--- src/rtl/sad_block_accum.sv ---
// rtl/sad_block_accum.sv - pipelined sum-of-absolute-differences block accumulator
//
// Streams LANES unsigned pixel pairs per beat, sums |a-b| over BLK_BEATS beats
// into one block SAD, and keeps the smallest block SAD seen since clear/reset.
//
// Ports
//   clk        in   rising-edge clock
//   rst_n      in   asynchronous reset, active low
//   clear      in   synchronous flush, active high, overrides everything
//   a, b       in   LANES*PIX_W packed pixels, lane i at [i*PIX_W +: PIX_W]
//   in_valid   in   beat present on a/b
//   in_ready   out  beat accepted when in_valid && in_ready
//   sad_out    out  completed block SAD
//   blk_idx    out  index of the block on sad_out
//   out_valid  out  sad_out/blk_idx valid
//   out_ready  in   consumer takes the result when out_valid && out_ready
//   min_sad    out  smallest block SAD since clear/reset
//   min_idx    out  block index of min_sad
module sad_block_accum #(
    parameter int LANES     = 4,
    parameter int PIX_W     = 8,
    parameter int BLK_BEATS = 16,
    parameter int IDX_W     = 8,
    localparam int SUM_W    = PIX_W + $clog2(LANES),
    localparam int ACC_W    = SUM_W + $clog2(BLK_BEATS)
) (
    input  logic                   clk,
    input  logic                   rst_n,
    input  logic                   clear,
    input  logic [LANES*PIX_W-1:0] a,
    input  logic [LANES*PIX_W-1:0] b,
    input  logic                   in_valid,
    output logic                   in_ready,
    output logic [ACC_W-1:0]       sad_out,
    output logic [IDX_W-1:0]       blk_idx,
    output logic                   out_valid,
    input  logic                   out_ready,
    output logic [ACC_W-1:0]       min_sad,
    output logic [IDX_W-1:0]       min_idx
);

    localparam int BC_W = (BLK_BEATS > 1) ? $clog2(BLK_BEATS) : 1;
    localparam logic [BC_W-1:0] LAST_BEAT = BC_W'(BLK_BEATS - 1);

    typedef enum logic {
        EMPTY = 1'b0,
        FULL  = 1'b1
    } ostate_t;

    ostate_t state_q, state_d;

    logic                   rdy_q;
    logic                   stall;
    logic                   accept;
    logic                   produce;

    // Beat capture stage: raw pixels plus the last-beat tag.
    logic                   s0_valid;
    logic                   s0_last;
    logic [LANES*PIX_W-1:0] s0_a;
    logic [LANES*PIX_W-1:0] s0_b;
    logic [BC_W-1:0]        beat_cnt;

    // S1: per-lane absolute differences.
    logic                   s1_valid;
    logic                   s1_last;
    logic [LANES*PIX_W-1:0] s1_abs;
    logic [LANES*PIX_W-1:0] abs_d;
    logic [PIX_W:0]         diff_d [LANES];

    // S2: lane sum.
    logic                   s2_valid;
    logic                   s2_last;
    logic [SUM_W-1:0]       s2_sum;
    logic [SUM_W-1:0]       lane_sum;

    // S3: block accumulator and result bookkeeping.
    logic [ACC_W-1:0]       acc;
    logic [ACC_W-1:0]       acc_total;
    logic [IDX_W-1:0]       blk_cnt;
    logic                   first_blk;

    assign out_valid = (state_q == FULL);
    assign stall     = out_valid && !out_ready;
    // rdy_q keeps in_ready low while reset is held and lets it rise on the
    // first edge after release.
    assign in_ready  = rdy_q && !stall && !clear;
    assign accept    = in_valid && in_ready;
    assign acc_total = acc + ACC_W'(s2_sum);
    assign produce   = s2_valid && s2_last && !stall;

    // Differences are taken one bit wider so they never wrap; the magnitude
    // always fits back into PIX_W bits, so negating the low bits is exact.
    always_comb begin
        abs_d = '0;
        for (int i = 0; i < LANES; i++) begin
            diff_d[i] = {1'b0, s0_a[i*PIX_W +: PIX_W]} - {1'b0, s0_b[i*PIX_W +: PIX_W]};
            if (diff_d[i][PIX_W]) begin
                abs_d[i*PIX_W +: PIX_W] = ~diff_d[i][PIX_W-1:0] + PIX_W'(1);
            end else begin
                abs_d[i*PIX_W +: PIX_W] = diff_d[i][PIX_W-1:0];
            end
        end
    end

    always_comb begin
        lane_sum = '0;
        for (int i = 0; i < LANES; i++) begin
            lane_sum = lane_sum + SUM_W'(s1_abs[i*PIX_W +: PIX_W]);
        end
    end

    // Output FSM: EMPTY until a block completes, FULL while a result waits.
    always_comb begin
        state_d = state_q;
        case (state_q)
            EMPTY: begin
                if (produce) begin
                    state_d = FULL;
                end
            end
            FULL: begin
                if (out_ready) begin
                    state_d = produce ? FULL : EMPTY;
                end
            end
            default: state_d = EMPTY;
        endcase
        if (clear) begin
            state_d = EMPTY;
        end
    end

    always_ff @(posedge clk or negedge rst_n) begin
        if (!rst_n) begin
            state_q <= EMPTY;
            rdy_q   <= 1'b0;
        end else begin
            state_q <= state_d;
            rdy_q   <= 1'b1;
        end
    end

    always_ff @(posedge clk or negedge rst_n) begin
        if (!rst_n) begin
            s0_valid  <= 1'b0;
            s0_last   <= 1'b0;
            s0_a      <= '0;
            s0_b      <= '0;
            beat_cnt  <= '0;
            s1_valid  <= 1'b0;
            s1_last   <= 1'b0;
            s1_abs    <= '0;
            s2_valid  <= 1'b0;
            s2_last   <= 1'b0;
            s2_sum    <= '0;
            acc       <= '0;
            blk_cnt   <= '0;
            sad_out   <= '0;
            blk_idx   <= '0;
            min_sad   <= '1;
            min_idx   <= '0;
            first_blk <= 1'b1;
        end else if (clear) begin
            s0_valid  <= 1'b0;
            s1_valid  <= 1'b0;
            s2_valid  <= 1'b0;
            beat_cnt  <= '0;
            acc       <= '0;
            blk_cnt   <= '0;
            sad_out   <= '0;
            blk_idx   <= '0;
            min_sad   <= '1;
            min_idx   <= '0;
            first_blk <= 1'b1;
        end else if (!stall) begin
            s0_valid <= accept;
            if (accept) begin
                s0_a    <= a;
                s0_b    <= b;
                s0_last <= (beat_cnt == LAST_BEAT);
                if (beat_cnt == LAST_BEAT) begin
                    beat_cnt <= '0;
                end else begin
                    beat_cnt <= beat_cnt + BC_W'(1);
                end
            end

            s1_valid <= s0_valid;
            s1_last  <= s0_last;
            s1_abs   <= abs_d;

            s2_valid <= s1_valid;
            s2_last  <= s1_last;
            s2_sum   <= lane_sum;

            if (s2_valid) begin
                if (s2_last) begin
                    sad_out   <= acc_total;
                    blk_idx   <= blk_cnt;
                    blk_cnt   <= blk_cnt + IDX_W'(1);
                    acc       <= '0;
                    first_blk <= 1'b0;
                    // Strict less-than: a tie keeps the earlier block.
                    if (first_blk || (acc_total < min_sad)) begin
                        min_sad <= acc_total;
                        min_idx <= blk_cnt;
                    end
                end else begin
                    acc <= acc_total;
                end
            end
        end
    end

endmodule

--- config.mk ---
export PLATFORM = sky130hd
export DESIGN_NAME = sad_block_accum
export DESIGN_NICKNAME = d
export VERILOG_FILES = /design/src/rtl/sad_block_accum.sv
export SDC_FILE = /design/constraint.sdc
export NUM_CORES = 1
export LEC_CHECK = 0
export BUFFER_PORTS_ARGS = -buffer_cell sky130_fd_sc_hd__buf_2
export CAP_MARGIN = 10
export CELL_PAD_IN_SITES_DETAIL_PLACEMENT = 0
export CELL_PAD_IN_SITES_GLOBAL_PLACEMENT = 1
export CORE_AREA = 4 4 150 152
export DETAILED_ROUTE_END_ITERATION = 16
export DIE_AREA = 0 0 154 156
export PLACE_DENSITY_LB_ADDON = 0.25
export SETUP_SLACK_MARGIN = 0.3
export SYNTH_ARGS = -nofsm -noshare
export SYNTH_HDL_FRONTEND = slang
export SYNTH_SLANG_ARGS = --single-unit
--- constraint.sdc ---
create_clock -name clk -period 7.8 [get_ports clk]
set_input_delay 1.17 -clock clk [delete_from_list [all_inputs] [get_ports clk]]
set_output_delay 1.17 -clock clk [all_outputs]
set_load 0.01 [all_outputs]
==> run_results.csv, run 1 <==
group,metric,value,unit
outcome,outcome,"complete, no violations",
final_layout,antenna_cells,0,
die,rows,53,
synth,async_flop_share,1.00,
cts,post_cts_buffers,0,
synth,ys_ff_latch,185,
final_layout,area_delta_synth_final,13.6,%
power,p_leak,5.71,nW
cts,clk_latency,440,ps
global_route,grt_max_degree,118,
global_route,grt_use_met1,0.238,
worst_hold_path,hold_class,"reg2reg",
route,drc,0,
sta,fmax,241,MHz
synth,ys_types,55,
sta,period_share,0.531,
route,via_count,7331,
global_route,grt_usage,0.174,
synth,syn_nets,1225,
sta,slew_headroom,0.282,
cts,cts_hold_buf,0,
route,vias_per_cell,5.03,
cts,cts_sinks,185,
sta,tns,0,ps
cts,numCtsBuffers,17,
cts,cts_tree,"built",
setup_path,critPathCaptureType,"flip-flop",
final_layout,mostFrequentLayoutCells,"nand2_1, dfrtp_1, buf_2",
route,dr.first_iter.drc_count,244,
synth,synth.avg_cell_area,9.55,um^2
sta,hold-worst-slack,467,ps
cts,post_cts_resized,0,
placement,routabilityCongestion,0.812,
sta,hold_viol,0,
power,power.density,371,mW/mm^2
cts,clk_pin_slew_worst_paths,70,ps
die,dieArea,0.0240,mm^2
sta,skew,14.1,ps
synth,ys_warn_count,0,
setup_path,crit_path_max_fanout,22,
global_route,grt.busiest_layer,"met2",
final_layout,nNetsFinal,1329,
route,wl,20000,um
route,drt-wirelength-per-cell,13.7,um
power,peakVddDrop,0.228,mV
global_route,grtUsageMet3,0.0266,
setup_path,arrival,4500,ps
setup_path,worstSetupPathType,"reg2reg",
synth,synth-main-ff-cell,"dfrtp_1",
sta,rsz0062_at_grt,"no",
global_route,globalRouteOverflowTotal,0,
final_layout,drive_above_1_share,0.159,
global_route,grt_pass1_vias,7316,
placement,dp_hpwl,14400,um
die,initial_utilization,0.484,
synth,synth_edf_count,0,
global_route,grt_pass1_wl,34900,um
final_layout,post-route-util,0.549,
cts,h-tree-depth,4,
die,die_w,154,um
global_route,antenna_found_initial,0,
die,io_pins,115,
cts,clock-root-buffer,"clkbuf_16",
final_layout,final_common_cell,"nand2_1",
global_route,globalRouteMet2Util,0.291,
job,max_cap_violations,0,
sta,maxSlewViolCount,0,
synth,synthCells,1065,
sta,worst_pin_slew,1080,ps
final_layout,fill_cells,1912,
die,core-area,0.0210,mm^2
sta,min_period,4140,ps
cts,cts_buffer_depth,2,
synth,syn_area,0.0102,mm^2
placement,io_buffers,114,
setup_path,crit_path_start_kind,"flip-flop",
route,ant_nets,0,
sta,setup_viol,0,
die,die_y,156,um
route,firstDrtPassIters,5,
synth,seq_area_frac_synth,0.457,
setup_path,cp.required,8160,ps
[logic make-up after synthesis]
| group | synth area share |
|---|---|
| flops | 0.457 |
| other cells | 0.000369 |
| xor+xnor | 0.0637 |
| simple gates | 0.148 |
| fa+ha+maj | 0.127 |
| compound gates | 0.145 |
| mux | 0.0140 |
| buf+inv | 0.0442 |
[layout make-up]
class,count,area (um^2),area share
Inverter,74,278,0.0241
Timing Repair Buffer,123,644,0.0558
Clock buffer,19,443,0.0384
Tap cell,275,344,0.0298
Multi-Input combinational cell,768,5080,0.440
Clock inverter,13,109,0.00943
Sequential cell,185,4650,0.403
[state kept, by name (all words and copies together), names as in the netlist]
name,cells
s2_sum,10
out_valid,1
first_blk,1
min_sad,14
blk_idx,8
blk_cnt,8
min_idx,8
s1_last,1
beat_cnt,4
s1_abs,32
s0_b,32
s0_a,32
s0_last,1
sad_out,14
acc,14
s2_valid,1
s2_last,1
s1_valid,1
s0_valid,1
rdy_q,1
[per-stage QoR]
step	power (mW)	instance area, um^2	setup slack [ps]	std cells
floorplan	3.03	10200	4450	1065
global placement	3.47	11000	3720	1424
detailed placement	3.50	11000	3620	1424
CTS	4.35	11500	3600	1456
global route	4.72	11500	3240	1457
finish	4.28	11500	3660	1457
[cells in the mapped netlist, drive strengths merged, types with 5 or more instances]
cell    number  share of area
a21o        14          0.010
nand2      216          0.080
dfrtp      170           0.42
mux2i       12          0.012
or3          5         0.0041
a21oi       47          0.024
xor2        29          0.025
xnor2       45          0.039
ha          70          0.086
a31oi        9         0.0062
fa          21          0.041
nand3       18         0.0089
buf         11         0.0059
o21bai       6         0.0044
and3         6         0.0037
a22o        23          0.020
dfstp       15          0.039
clkbuf      27          0.011
nand2b      20          0.012
o21ai      111          0.055
nor2b       10         0.0062
nor2        47          0.017
nor3        15         0.0074
inv         74          0.027
o31ai        7         0.0066
[worst max-delay path, stage by stage (launching register included)]
cell       delay (ps)
dfrtp_1           350
ha_1              190
inv_1              60
fa_1              390
nand2b_1          190
a211oi_1          300
o21ai_1           160
nand2b_1           90
a21oi_1            70
xnor2_1           330
ha_1              300
o21a_1            180
o21bai_1          110
a21boi_0          110
o2bb2ai_2         550
buf_4             340
nand2b_1          130
o22a_1            200
[layer usage]
metal,wire [um],up-vias
li1,-,3779
met1,9810,3418
met2,9270,117
met3,692,17
met4,246,0
met5,0,-
[path summary, 6_finish.rpt]
kind,start,end,slack (ps),depth (start not counted)
setup / recovery,s2_sum[0],min_sad[10],3660,17
hold / removal,s0_last,s1_last,470,2
setup reg to reg,s2_sum[0],min_sad[10],3660,17
hold reg to reg,s0_last,s1_last,470,2
max in group asynchronous,rst_n,s1_abs[19],5430,2
min in group asynchronous,rst_n,sad_out[4],860,1
[power breakdown]
group	total (mW)	internal (mW)	switching, mW
logic	2.13	0.976	1.15
registers	1.34	1.19	0.143
clock network	0.819	0.424	0.395
total	4.28	2.59	1.69
No activity file was read; power rests on OpenSTA's default activity.
==> run 2: changes to the inputs <==
--- a/config.mk
+++ b/config.mk
@@ -9,9 +9,9 @@
 export CAP_MARGIN = 10
 export CELL_PAD_IN_SITES_DETAIL_PLACEMENT = 0
 export CELL_PAD_IN_SITES_GLOBAL_PLACEMENT = 1
-export CORE_AREA = 4 4 150 152
+export CORE_AREA = 4 4 154 156
 export DETAILED_ROUTE_END_ITERATION = 16
-export DIE_AREA = 0 0 154 156
+export DIE_AREA = 0 0 158 160
 export PLACE_DENSITY_LB_ADDON = 0.25
 export SETUP_SLACK_MARGIN = 0.3
 export SYNTH_ARGS = -nofsm -noshare
==> constraint.sdc (replaced) <==
create_clock -name clk -period 4.2 [get_ports clk]
set_input_delay 0.63 -clock clk [delete_from_list [all_inputs] [get_ports clk]]
set_output_delay 0.63 -clock clk [all_outputs]
set_load 0.01 [all_outputs]
==> run 2 against run 1 <==
Against the previous run: die area rose by 5.2%; global-route usage fell by 0.39 points; count of clock-buffer cells in the layout fell by 2; worst setup slack got worse by 3100 ps; clock power rose by 93%; wire length rose by 2.6%; clock skew rose by 1.2 ps; maximum frequency rose by 15%; largest cell class unchanged.
==> run_results.csv, run 2 (same netlist as run 1, synthesis figures left out) <==
group,metric,value,unit
global_route,antenna_found_initial,0,
cts,numCtsBuffers,17,
route,vias_per_cell,5.02,
route,firstDrtPassIters,4,
die,die_w,158,um
cts,cts_tree,"built",
setup_path,ff2ff_path_depth,15,
sta,tns,0,ps
sta,min_period,3600,ps
cts,cts_buffer_depth,2,
sta,setup_viol,0,
placement,dpl_cell_area,0.0111,mm^2
route,wl,20500,um
cts,post_cts_resized,0,
final_layout,antenna_cells,0,
final_layout,drive_above_1_share,0.166,
placement,routabilityCongestion,0.818,
setup_path,cp.required,4560,ps
die,die_y,160,um
cts,post_cts_buffers,0,
setup_path,crit_path_start_kind,"flip-flop",
sta,period_share,0.857,
cts,clock-root-buffer,"clkbuf_16",
die,dieArea,0.0253,mm^2
power,power.density,690,mW/mm^2
final_layout,nNetsFinal,1332,
cts,clk_pin_slew_worst_paths,80,ps
setup_path,crit_path_max_fanout,8,
power,p_leak,5.77,nW
job,max_cap_violations,0,
cts,cts_hold_buf,0,
cts,h-tree-depth,4,
setup_path,worstSetupPathType,"reg2reg",
final_layout,design_area,0.0117,mm^2
setup_path,r2r_start,"s2_sum[0]",
route,drc,0,
final_layout,final_common_cell,"nand2_1",
global_route,grt_max_degree,128,
final_layout,mostFrequentLayoutCells,"nand2_1, dfrtp_1, buf_2",
sta,hold_viol,0,
placement,io_buffers,114,
sta,worst_pin_slew,1160,ps
global_route,grt_pass1_wl,35600,um
die,core-area,0.0224,mm^2
worst_hold_path,hold_class,"in2async",
sta,maxSlewViolCount,0,
sta,skew,15.3,ps
sta,slew_headroom,0.225,
die,initial_utilization,0.455,
global_route,grt_pass1_vias,7407,
route,via_count,7378,
power,peakVddDrop,0.356,mV
sta,rsz0062_at_grt,"no",
final_layout,top_regs,"s0_a: 32 flops, s0_b: 32 flops, s1_abs: 32 flops",
die,io_pins,115,
outcome,outcome,"complete, no violations",
route,drt-wirelength-per-cell,14.0,um
global_route,globalRouteOverflowTotal,0,
route,ant_nets,0,
placement,dp_hpwl,15100,um
route,dr.first_iter.drc_count,337,
cts,clk_latency,440,ps
setup_path,critPathCaptureType,"flip-flop",
setup_path,rr_endpoint,"min_idx[0]",
setup_path,arrival,3960,ps
global_route,grt_usage,0.170,
sta,fmax,278,MHz
cts,cts_sinks,185,
final_layout,area_delta_synth_final,14.7,%
die,rows,55,
setup_path,rrSetupSlack,600,ps
run 2: cell types whose count changed in the layout (fill, tap and decap cells not counted), sizes merged:
cell and delta:
buf +3, clkbuf -2, inv +2, clkinvlp -6, clkinv +6
run 2: cell type report:
type                    instances  area [um^2]
inverters                      74          278
multi-input cells             768         5110
fillers                      2122        10700
repair buffers                126          696
clock buffers                  17          425
well taps                     285          357
clock inverters                15          151
flip-flops and latches        185         4650
run 2: per-stage QoR:
stage	cells	utilization	hold slack, ps	setup slack, ps	power, mW
3_3_place_gp	1438	0.494	454	532	6.50
6_report	1470	0.521	153	600	8.05
5_1_grt	1470	0.521	186	298	8.88
3_5_place_dp	1438	0.494	459	428	6.54
2_1_floorplan	1065	-	334	849	5.64
4_1_cts	1470	0.520	168	397	8.16
run 2: critical path, cell delays in order (launching register included):
cell	delay (ps)
dfrtp_1	360
ha_1	200
inv_1	60
fa_1	390
nand2b_1	190
a211oi_2	230
o21ai_1	140
o22ai_2	200
xor2_1	270
ha_1	280
nand2_1	80
o211ai_1	110
a311oi_1	310
o2bb2ai_2	230
buf_4	260
mux2i_1	200
run 2: how the worst max path moves through the flow:
stage                         start          to  slack [ps]  cells past startpoint
final                     s2_sum[0]  min_idx[0]         600                     15
after CTS                 s2_sum[0]  min_sad[6]         400                     16
after floorplan           s2_sum[0]  min_idx[0]         850                     15
after global routing      s2_sum[0]  min_sad[5]         300                     16
after global placement    s2_sum[0]  min_sad[1]         530                     16
after detailed placement  s2_sum[0]  min_sad[6]         430                     16
run 2: per-layer routing:
layer,vias up,global-route usage,share of wire
met4,0,0.0481,0.017
met1,3446,0.233,0.49
met5,-,0,0
met2,123,0.277,0.46
met3,27,0.0314,0.035
li1,3782,-,-
run 2: where the power goes:
| group | total (mW) | switching [mW] | internal (mW) |
|---|---|---|---|
| clock network | 1.58 | 0.780 | 0.796 |
| logic | 3.99 | 2.17 | 1.82 |
| registers | 2.48 | 0.263 | 2.22 |
==> run 3: changes to the inputs <==
--- a/config.mk
+++ b/config.mk
@@ -9,9 +9,9 @@
 export CAP_MARGIN = 10
 export CELL_PAD_IN_SITES_DETAIL_PLACEMENT = 0
 export CELL_PAD_IN_SITES_GLOBAL_PLACEMENT = 1
-export CORE_AREA = 4 4 154 156
+export CORE_AREA = 4 4 159 161
 export DETAILED_ROUTE_END_ITERATION = 16
-export DIE_AREA = 0 0 158 160
+export DIE_AREA = 0 0 163 165
 export PLACE_DENSITY_LB_ADDON = 0.25
 export SETUP_SLACK_MARGIN = 0.3
 export SYNTH_ARGS = -nofsm -noshare
==> run 3 against run 2 <==
Against the previous run: worst setup slack got worse by 110 ps; critical endpoint is now min_sad[11]; clock skew fell by 0.86 ps; first-iteration DRC count fell by 16%; worst hold slack improved by 110 ps.
==> run_results.csv, run 3 (same netlist as run 1, synthesis figures left out) <==
group,metric,value,unit
sta,min_period,3710,ps
die,dieArea,0.0269,mm^2
cts,cts_buffer_depth,2,
global_route,grt_pass1_wl,35000,um
sta,rsz0062_at_grt,"no",
placement,io_buffers,114,
setup_path,rrSetupSlack,490,ps
sta,worst_pin_slew,961,ps
route,ant_nets,0,
route,wl,20600,um
cts,clock-root-buffer,"clkbuf_16",
sta,setup_ws,494,ps
die,die_w,163,um
global_route,globalRouteOverflowTotal,0,
setup_path,rr_endpoint,"min_sad[11]",
cts,h-tree-depth,4,
die,io_pins,115,
setup_path,arrival,4050,ps
sta,setup_viol,0,
cts,numCtsBuffers,17,
final_layout,nNetsFinal,1344,
final_layout,final_common_cell,"nand2_1",
cts,cts_sinks,185,
outcome,outcome,"complete, no violations",
die,rows,57,
sta,tns,0,ps
final_layout,top_regs,"s0_a: 32 flops, s0_b: 32 flops, s1_abs: 32 flops",
final_layout,drive_above_1_share,0.174,
route,drc,0,
power,peakVddDrop,0.332,mV
final_layout,area_delta_synth_final,16.2,%
power,p_leak,5.82,nW
route,drt-wirelength-per-cell,13.5,um
cts,clk_pin_slew_worst_paths,70,ps
die,die_y,165,um
die,initial_utilization,0.424,
sta,slew_headroom,0.359,
cts,cts_tree,"built",
die,core-area,0.0240,mm^2
setup_path,ff2ff_path_depth,16,
job,max_cap_violations,0,
global_route,grt_pass1_vias,7224,
route,dr.first_iter.drc_count,284,
placement,dp_hpwl,15200,um
global_route,grt_max_degree,88,
sta,skew,14.5,ps
setup_path,worstSetupPathType,"reg2reg",
sta,maxSlewViolCount,0,
worst_hold_path,hold_class,"in2async",
sta,hold_viol,0,
global_route,grt_usage,0.159,
setup_path,cp.required,4550,ps
final_layout,antenna_cells,0,
setup_path,r2r_start,"s2_sum[2]",
power,power.density,683,mW/mm^2
setup_path,crit_path_max_fanout,6,
setup_path,crit_path_start_kind,"flip-flop",
placement,routabilityCongestion,0.787,
cts,cts_hold_buf,0,
cts,clk_latency,430,ps
route,firstDrtPassIters,4,
setup_path,critPathCaptureType,"flip-flop",
final_layout,mostFrequentLayoutCells,"nand2_1, dfrtp_1, buf_2",
sta,fmax,270,MHz
route,vias_per_cell,4.84,
route,via_count,7366,
global_route,antenna_found_initial,0,
sta,period_share,0.882,
placement,dp_slack,408,ps
-- run 3: worst max path at each step --
stage                     slack, ps  startpoint           to  cells after the start
after global routing            230      acc[1]  min_sad[11]                     16
final                           490   s2_sum[2]  min_sad[11]                     16
after CTS                       380   s2_sum[0]   min_sad[5]                     16
after global placement          510   s2_sum[0]   min_sad[2]                     16
after detailed placement        410   s2_sum[0]   min_sad[5]                     16
after floorplan                 850   s2_sum[0]   min_idx[0]                     15
-- run 3: what timing repair did --
item,4_1_cts,5_1_grt
resized for setup,0,6
buffers inserted,0,6
hold endpoints to repair,0,0
endpoints found under the setup margin,0,22
-- run 3: layer usage --
layer / GRT usage / part of all wire / routed length [um] / vias to the layer above
li1: - / - / - / 3813
met4: 0.0393 / 0.0093 / 192 / 0
met3: 0.0292 / 0.039 / 802 / 12
met1: 0.212 / 0.48 / 9940 / 3423
met5: 0 / 0 / 0 / -
met2: 0.269 / 0.47 / 9660 / 118
-- run 3: cell type report --
type,instances,area [um^2]
Fill cell,2357,12100
Multi-Input combinational cell,768,5120
Sequential cell,185,4650
Timing Repair Buffer,138,783
Clock buffer,17,425
Tap cell,324,405
Inverter,74,278
Clock inverter,15,156
-- run 3: power breakdown --
part | internal (mW) | switching [mW] | total, mW | leakage (nW)
Sequential | 2.22 | 0.258 | 2.47 | 2.35
Combinational | 1.84 | 2.18 | 4.02 | 3.19
Clock | 0.796 | 0.777 | 1.57 | 0.280
-- run 3: metrics by stage --
stage	cells	cell area [um^2]	power [mW]	utilization	hold slack (ps)
2_1_floorplan	1065	10200	5.64	-	334
3_3_place_gp	1481	11100	6.49	0.465	456
3_5_place_dp	1481	11100	6.55	0.465	462
4_1_cts	1513	11700	8.18	0.489	300
5_1_grt	1521	11800	8.92	0.493	327
6_report	1521	11800	8.07	0.493	263
-- run 3: worst max-delay path, cell delays in order, from the launching register on --
cell	delay (ps)
dfrtp_1	390
ha_1	370
o21ai_0	250
o21bai_1	110
a21oi_1	330
o21a_1	220
o21ai_1	70
xor2_1	140
buf_4	160
ha_1	310
a21oi_1	180
o211ai_1	140
a311oi_2	340
o2bb2ai_4	200
buf_4	160
nor2b_1	170
a21oi_1	90
